--- config.mk ---
export PLATFORM = sky130hd
export DESIGN_NAME = bg_noise_remover
export DESIGN_NICKNAME = d
export VERILOG_FILES = /design/src/rtl/det_pkg.sv /design/src/rtl/bg_lane_sub.sv /design/src/rtl/bg_noise_remover.sv
export SDC_FILE = /design/constraint.sdc
export NUM_CORES = 2
export LEC_CHECK = 0
export CAP_MARGIN = 0
export CORE_ASPECT_RATIO = 0.6
export CORE_UTILIZATION = 55
export CTS_CLUSTER_DIAMETER = 80
export DETAILED_ROUTE_END_ITERATION = 10
export PLACE_DENSITY = 0.85
export SYNTH_ARGS = -nofsm -noshare
export SYNTH_HDL_FRONTEND = slang
export SYNTH_SLANG_ARGS = --single-unit
--- constraint.sdc ---
create_clock -name clk -period 4 [get_ports clk]
set_input_delay 0.4 -clock clk [delete_from_list [all_inputs] [get_ports clk]]
set_output_delay 0.4 -clock clk [all_outputs]
set_load 0.05 [all_outputs]
--- src/rtl/det_pkg.sv ---
// Shared detection-path types, default widths and the signed clamp helper.
package det_pkg;

    typedef enum logic [1:0] {
        IDLE  = 2'd0,
        LEARN = 2'd1,
        RUN   = 2'd2
    } state_e;

    localparam int DEF_NUM_LANES = 16;
    localparam int DEF_DATA_W    = 8;
    localparam int DEF_NOISE_W   = 16;
    localparam int DEF_AVG_LOG2  = 4;

    // Clamp a wide signed value into the signed range of a w-bit word.
    function automatic logic signed [63:0] sat_sdata(input logic signed [63:0] v, input int w);
        logic signed [63:0] hi;
        logic signed [63:0] lo;
        hi = (64'sd1 <<< (w - 1)) - 64'sd1;
        lo = -(64'sd1 <<< (w - 1));
        if (v > hi) begin
            return hi;
        end
        if (v < lo) begin
            return lo;
        end
        return v;
    endfunction

endpackage

--- src/rtl/bg_lane_sub.sv ---
// One lane of the noise subtractor: sample minus noise level, clamped or wrapped to DATA_W.
// Purely combinational; no flow control of its own.
module bg_lane_sub
    import det_pkg::*;
#(
    parameter int DATA_W   = DEF_DATA_W,
    parameter int NOISE_W  = DEF_NOISE_W,
    parameter bit SATURATE = 1'b1
) (
    input  logic [DATA_W-1:0]  data_i,
    input  logic [NOISE_W-1:0] noise_i,
    output logic [DATA_W-1:0]  res_o
);

    localparam int XW = NOISE_W + 1;

    logic signed [XW-1:0]     data_x;
    logic signed [XW-1:0]     noise_x;
    logic signed [XW-1:0]     diff;
    logic        [DATA_W-1:0] sat_res;

    always_comb begin
        data_x  = XW'($signed(data_i));
        noise_x = XW'($signed(noise_i));
        diff    = data_x - noise_x;
        sat_res = DATA_W'(sat_sdata(64'(diff), DATA_W));
        res_o   = SATURATE ? sat_res : diff[DATA_W-1:0];
    end

endmodule

--- src/rtl/bg_noise_remover.sv ---
// Per-lane background removal: learns noise as the mean of 2**AVG_LOG2 beats or takes a host value.
// One-cycle registered output; in_ready follows out_ready except in LEARN, where beats are always taken.
module bg_noise_remover
    import det_pkg::*;
#(
    parameter int NUM_LANES = DEF_NUM_LANES,
    parameter int DATA_W    = DEF_DATA_W,
    parameter int NOISE_W   = DEF_NOISE_W,
    parameter int AVG_LOG2  = DEF_AVG_LOG2,
    parameter bit SATURATE  = 1'b1
) (
    input  logic                         clk,
    input  logic                         rst_n,
    input  logic                         in_valid,
    output logic                         in_ready,
    input  logic [NUM_LANES*DATA_W-1:0]  in_data,
    output logic                         out_valid,
    input  logic                         out_ready,
    output logic [NUM_LANES*DATA_W-1:0]  out_data,
    input  logic                         learn_start,
    output logic                         learn_done,
    input  logic                         noise_wr,
    input  logic [NUM_LANES*NOISE_W-1:0] noise_in,
    output logic [NUM_LANES*NOISE_W-1:0] noise_out
);

    localparam int ACC_W = DATA_W + AVG_LOG2;
    localparam int CNT_W = AVG_LOG2 + 1;
    localparam int WIN   = 2 ** AVG_LOG2;

    state_e                        state_q, state_d;
    logic [CNT_W-1:0]              cnt_q, cnt_d, cnt_base;
    logic signed [ACC_W-1:0]       acc_q [NUM_LANES];
    logic signed [ACC_W-1:0]       acc_d [NUM_LANES];
    logic signed [ACC_W-1:0]       lane_sum [NUM_LANES];
    logic signed [ACC_W-1:0]       lane_avg [NUM_LANES];
    logic signed [ACC_W-1:0]       samp_x [NUM_LANES];
    logic signed [DATA_W-1:0]      samp [NUM_LANES];
    logic [NOISE_W-1:0]            noise_q [NUM_LANES];
    logic [NOISE_W-1:0]            noise_d [NUM_LANES];
    logic                          out_valid_q, out_valid_d;
    logic [NUM_LANES*DATA_W-1:0]   out_data_q, out_data_d, diff_all;
    logic                          learn_done_q, learn_done_d;
    logic                          accept, learning, win_done;

    for (genvar g = 0; g < NUM_LANES; g++) begin : g_lane
        assign samp[g] = in_data[DATA_W*g +: DATA_W];
        assign noise_out[NOISE_W*g +: NOISE_W] = noise_q[g];

        bg_lane_sub #(
            .DATA_W   (DATA_W),
            .NOISE_W  (NOISE_W),
            .SATURATE (SATURATE)
        ) u_sub (
            .data_i  (in_data[DATA_W*g +: DATA_W]),
            .noise_i (noise_q[g]),
            .res_o   (diff_all[DATA_W*g +: DATA_W])
        );
    end

    // learn_start restarts the window in the same cycle, so the beat taken with it is sample 0.
    always_comb begin
        in_ready = (state_q == LEARN) | out_ready | ~out_valid_q;
        accept   = in_valid & in_ready;
        learning = (state_q == LEARN) | learn_start;
        cnt_base = learn_start ? '0 : cnt_q;
        win_done = accept & learning & (cnt_base == CNT_W'(WIN - 1));
        for (int i = 0; i < NUM_LANES; i++) begin
            samp_x[i]   = ACC_W'(samp[i]);
            lane_sum[i] = (learn_start ? '0 : acc_q[i]) + samp_x[i];
            lane_avg[i] = lane_sum[i] >>> AVG_LOG2;
        end
    end

    always_comb begin
        state_d      = state_q;
        cnt_d        = cnt_q;
        acc_d        = acc_q;
        noise_d      = noise_q;
        out_valid_d  = out_valid_q;
        out_data_d   = out_data_q;
        learn_done_d = 1'b0;

        if (learning) begin
            // A beat already in the output register still drains while learning.
            if (out_ready) begin
                out_valid_d = 1'b0;
            end
            state_d = LEARN;
            cnt_d   = cnt_base;
            if (learn_start) begin
                for (int i = 0; i < NUM_LANES; i++) acc_d[i] = '0;
            end
            if (accept) begin
                cnt_d = cnt_base + 1'b1;
                for (int i = 0; i < NUM_LANES; i++) acc_d[i] = lane_sum[i];
                if (win_done) begin
                    for (int i = 0; i < NUM_LANES; i++) begin
                        noise_d[i] = NOISE_W'(lane_avg[i]);
                        acc_d[i]   = '0;
                    end
                    cnt_d        = '0;
                    state_d      = RUN;
                    learn_done_d = 1'b1;
                end
            end
        end else begin
            if (accept) begin
                out_valid_d = 1'b1;
                out_data_d  = diff_all;
            end else if (out_ready) begin
                out_valid_d = 1'b0;
            end
            if (noise_wr) begin
                for (int i = 0; i < NUM_LANES; i++) noise_d[i] = noise_in[NOISE_W*i +: NOISE_W];
            end
        end
    end

    always_ff @(posedge clk or negedge rst_n) begin
        if (!rst_n) begin
            state_q      <= IDLE;
            cnt_q        <= '0;
            out_valid_q  <= 1'b0;
            out_data_q   <= '0;
            learn_done_q <= 1'b0;
            for (int i = 0; i < NUM_LANES; i++) begin
                acc_q[i]   <= '0;
                noise_q[i] <= '0;
            end
        end else begin
            state_q      <= state_d;
            cnt_q        <= cnt_d;
            out_valid_q  <= out_valid_d;
            out_data_q   <= out_data_d;
            learn_done_q <= learn_done_d;
            acc_q        <= acc_d;
            noise_q      <= noise_d;
        end
    end

    assign out_valid  = out_valid_q;
    assign out_data   = out_data_q;
    assign learn_done = learn_done_q;

endmodule

==> impl_metrics.csv <==
group,metric,value,unit
synth,yosysMostFrequentCell,"dfrtp_1",
synth,synth_area_leaders,"dfrtp_1 (33%), ha_1 (12%), xnor2_1 (4.7%), nand2_1 (3.9%), a21oi_1 (3.8%)",
routing,drt_pass1_iterations,6,
synth,ys_seq_elements,585,
routing,vias,43600,
clock_tree,ctsLongestPathBuffers,3,
global_routing,grt_pass1_vias,41700,
routing,remaining_drc_errors,0,
power,p_comb_share,45.1,%
power,netSwitchingPower,9.88,mW
finish,syn_to_final_growth,26.9,%
clock_tree,clock_latency,0.66,ns
synth,yosysSeqAreaShare,33.0,%
die,start_util,55.7,%
sta,rsz0062_at_grt,"no",
synth,synth_cell_type_count,89,
setup_path,path_cells,"ha_1, fa_1, nor2b_1, o21ai_0, a21boi_0, o31ai_1, a31oi_1, o21ai_0, a22oi_1, nand2_1, a31oi_1, a221o_1",
die,die_w,369,um
place,place_inst,6950,
clock_tree,htreeDepth,2,
clock_tree,clk_pin_slew,0.07,ns
routing,finalWirelength,150000,um
power,p_seq_share,30.0,%
synth,synthTopCellsByCount,"dfrtp_1 (585), nand2_1 (463), ha_1 (433)",
routing,drt_iter0_drc,4229,
sta,period_needed,3.77,ns
global_routing,grt_pass1_wl,234000,um
die,die_area,81900,um2
clock_tree,cts_setup_buffers,0,
power,sw_frac_of_total,40.1,%
finish,fin_util,70.7,%
global_routing,globalRouteMet2Util,53.7,%
sta,relSlewSlack,42.9,%
global_routing,met3_usage,6.81,%
sta,drv_slew,0,
setup_path,crit_fanout,7,
synth,yosys.area.top_type_share,33.0,%
sta,tightest_slew,0.856,ns
power,p_int,14.8,mW
global_routing,antenna_found_initial,21,
die,die_h,222,um
finish,drive_above_1_share,5.24,%
power,clockPowerShare,24.9,%
setup_path,required,4.59,ns
setup_path,crit_path_end_kind,"flop",
place,port_buffers,776,
setup_path,startpoint_type,"flop",
synth,synth_nets,6013,
global_routing,grt_busiest_layer,"met2",
setup_path,cp_slowest_stage_delay,0.62,ns
synth,yosysTopAreaCell,"dfrtp_1",
sta,fmax,0.265,GHz
routing,wire_per_inst,21.3,um
place,dpl.hpwl,112000,um
synth,syn_area_per_cell,8.61,um2
sta,fin_crit_sh,94.3,%
global_routing,grtUsageMet1,50.7,%
sta,finClkSkew,0.0187,ns
clock_tree,cts_sinks,585,
clock_tree,cts_made_buffers,60,
setup_path,cp.arrival,4.36,ns
sta,setup_violations,0,
status,status,"completed",
finish,design_area,56300,um2
place,place_congestion,0.956,
sta,finalHoldViolCount,0,
global_routing,grt-ovfl-total,0,
power,p_per_area,438,nW/um2
setup_path,cpMaxStageDelayCell,"a31oi_1",
die,core,79700,um2
power,ir_drop,0.000404,V
synth,synth_edf_count,0,
die,fp-row-count,80,
power,cellLeakagePower,25.8,nW
synth,ys.flop_type,"dfrtp_1",
finish,finalNonFillerCells,7079,
hold_path,min_path_type,"primary input to flop",
synth,async_flop_share,100,%
synth,syn_area,44400,um2
place,place_area,54200,um2
routing,drt.antenna.violating_nets,0,
setup_path,worstSetupPathType,"flop to flop",
finish,layout.nets,6802,
clock_tree,cts_tree,"built",
run,maxCapViolCount,0,
synth,synthCells,5158,
die,ios,777,
routing,viasPerCell,6.16,
synth,yosys_warnings,0,
clock_tree,root_buffer,"clkbuf_16",
global_routing,grt_max_degree,155,
global_routing,track_usage,35.6,%
## logic make-up (layout without fill, tap and decap cells)
logic type | Yosys count | in the layout | synth area share (%)
simple gates | 1662 | 1662 | 18.2
compound gates | 1520 | 1520 | 23.4
flops | 585 | 585 | 33.0
buf+inv | 578 | 1415 | 4.89
fa+ha+maj | 465 | 465 | 13.6
xor+xnor | 338 | 338 | 6.67
mux | 10 | 10 | 0.242
other cells | 0 | 18 | 0
## power groups by stage
stage / clock network (mW) / logic, mW / registers, mW
detailed placement: 0 / 10.9 / 7.45
floorplan: 0 / 5.82 / 9.02
global placement: 0 / 10.6 / 7.43
global route: 6.41 / 12.0 / 7.47
finish: 6.14 / 11.1 / 7.39
CTS: 6.17 / 11.0 / 7.37
## state kept, by name, summed over array words and instances, names as in the netlist
register	cells
cnt_q	5
out_valid	1
acc_q	192
out_data	128
noise_out	256
learn_done	1
state_q	2
## cell type report
class | instances | area (um2)
clock buffer | 86 | 1750
multi-input combinational | 3995 | 27700
antenna | 18 | 45.0
timing repair buffer | 924 | 9180
sequential | 585 | 14600
tap | 1066 | 1330
inverter | 381 | 1430
clock inverter | 24 | 312
fill | 6141 | 23300
## worst max-delay path: cells and delay by family, from the launching register on
family / cells / cell delay, ns
AOI/OAI and AO/OA: 8 / 2.20
adders and majority gates: 2 / 0.72
DFF: 1 / 0.46
and+or+nand+nor: 2 / 0.33
## layer usage
| metal | up-vias | wire length (um) |
|---|---|---|
| met5 | - | 41 |
| met2 | 2139 | 65400 |
| li1 | 20100 | - |
| met3 | 323 | 14000 |
| met1 | 21000 | 65400 |
| met4 | 6 | 5610 |
## cells in the final DEF (no fill, tap or decap), drive strengths merged, types with 139 or more instances in the layout
| cell | count |
|---|---|
| a22o | 139 |
| dfrtp | 585 |
| xnor2 | 239 |
| nor2b | 242 |
| buf | 149 |
| clkdlybuf4s50 | 773 |
| ha | 433 |
| inv | 381 |
| a21oi | 339 |
| o211ai | 180 |
| nand3 | 215 |
| o21ai | 241 |
| nor2 | 366 |
| nand2 | 463 |
## final timing paths
kind / cells past startpoint / start / slack (ns) / to
min in group asynchronous: 2 / rst_n / 0.36 / noise_out[8]
worst max register to register: 12 / noise_out[240] / 0.23 / out_data[125]
worst min-delay path: 2 / learn_start / 0.11 / acc_q[146]
max in group asynchronous: 3 / rst_n / 2.51 / out_data[76]
worst max-delay path: 12 / noise_out[240] / 0.23 / out_data[125]
worst min register to register: 2 / acc_q[87] / 0.48 / acc_q[87]
## through the flow
| step | worst slack [ns] | setup TNS, ns | total power, mW | hold WS, ns |
|---|---|---|---|---|
| floorplan | 0.0804 | 0 | 14.8 | 0.104 |
| global placement | -0.234 | -2.07 | 18.0 | 0.455 |
| detailed placement | -0.218 | -3.58 | 18.3 | 0.438 |
| CTS | 0.314 | 0 | 24.5 | 0.0799 |
| global route | 0.0541 | 0 | 25.9 | 0.103 |
| finish | 0.228 | 0 | 24.7 | 0.114 |
## repair_timing
| action | CTS | global route |
|---|---|---|
| hold endpoints to repair | 70 | 0 |
| gates resized for setup | 0 | 0 |
| hold buffers | 1 | 0 |
Note: power is estimated with default switching activity, not from simulation.
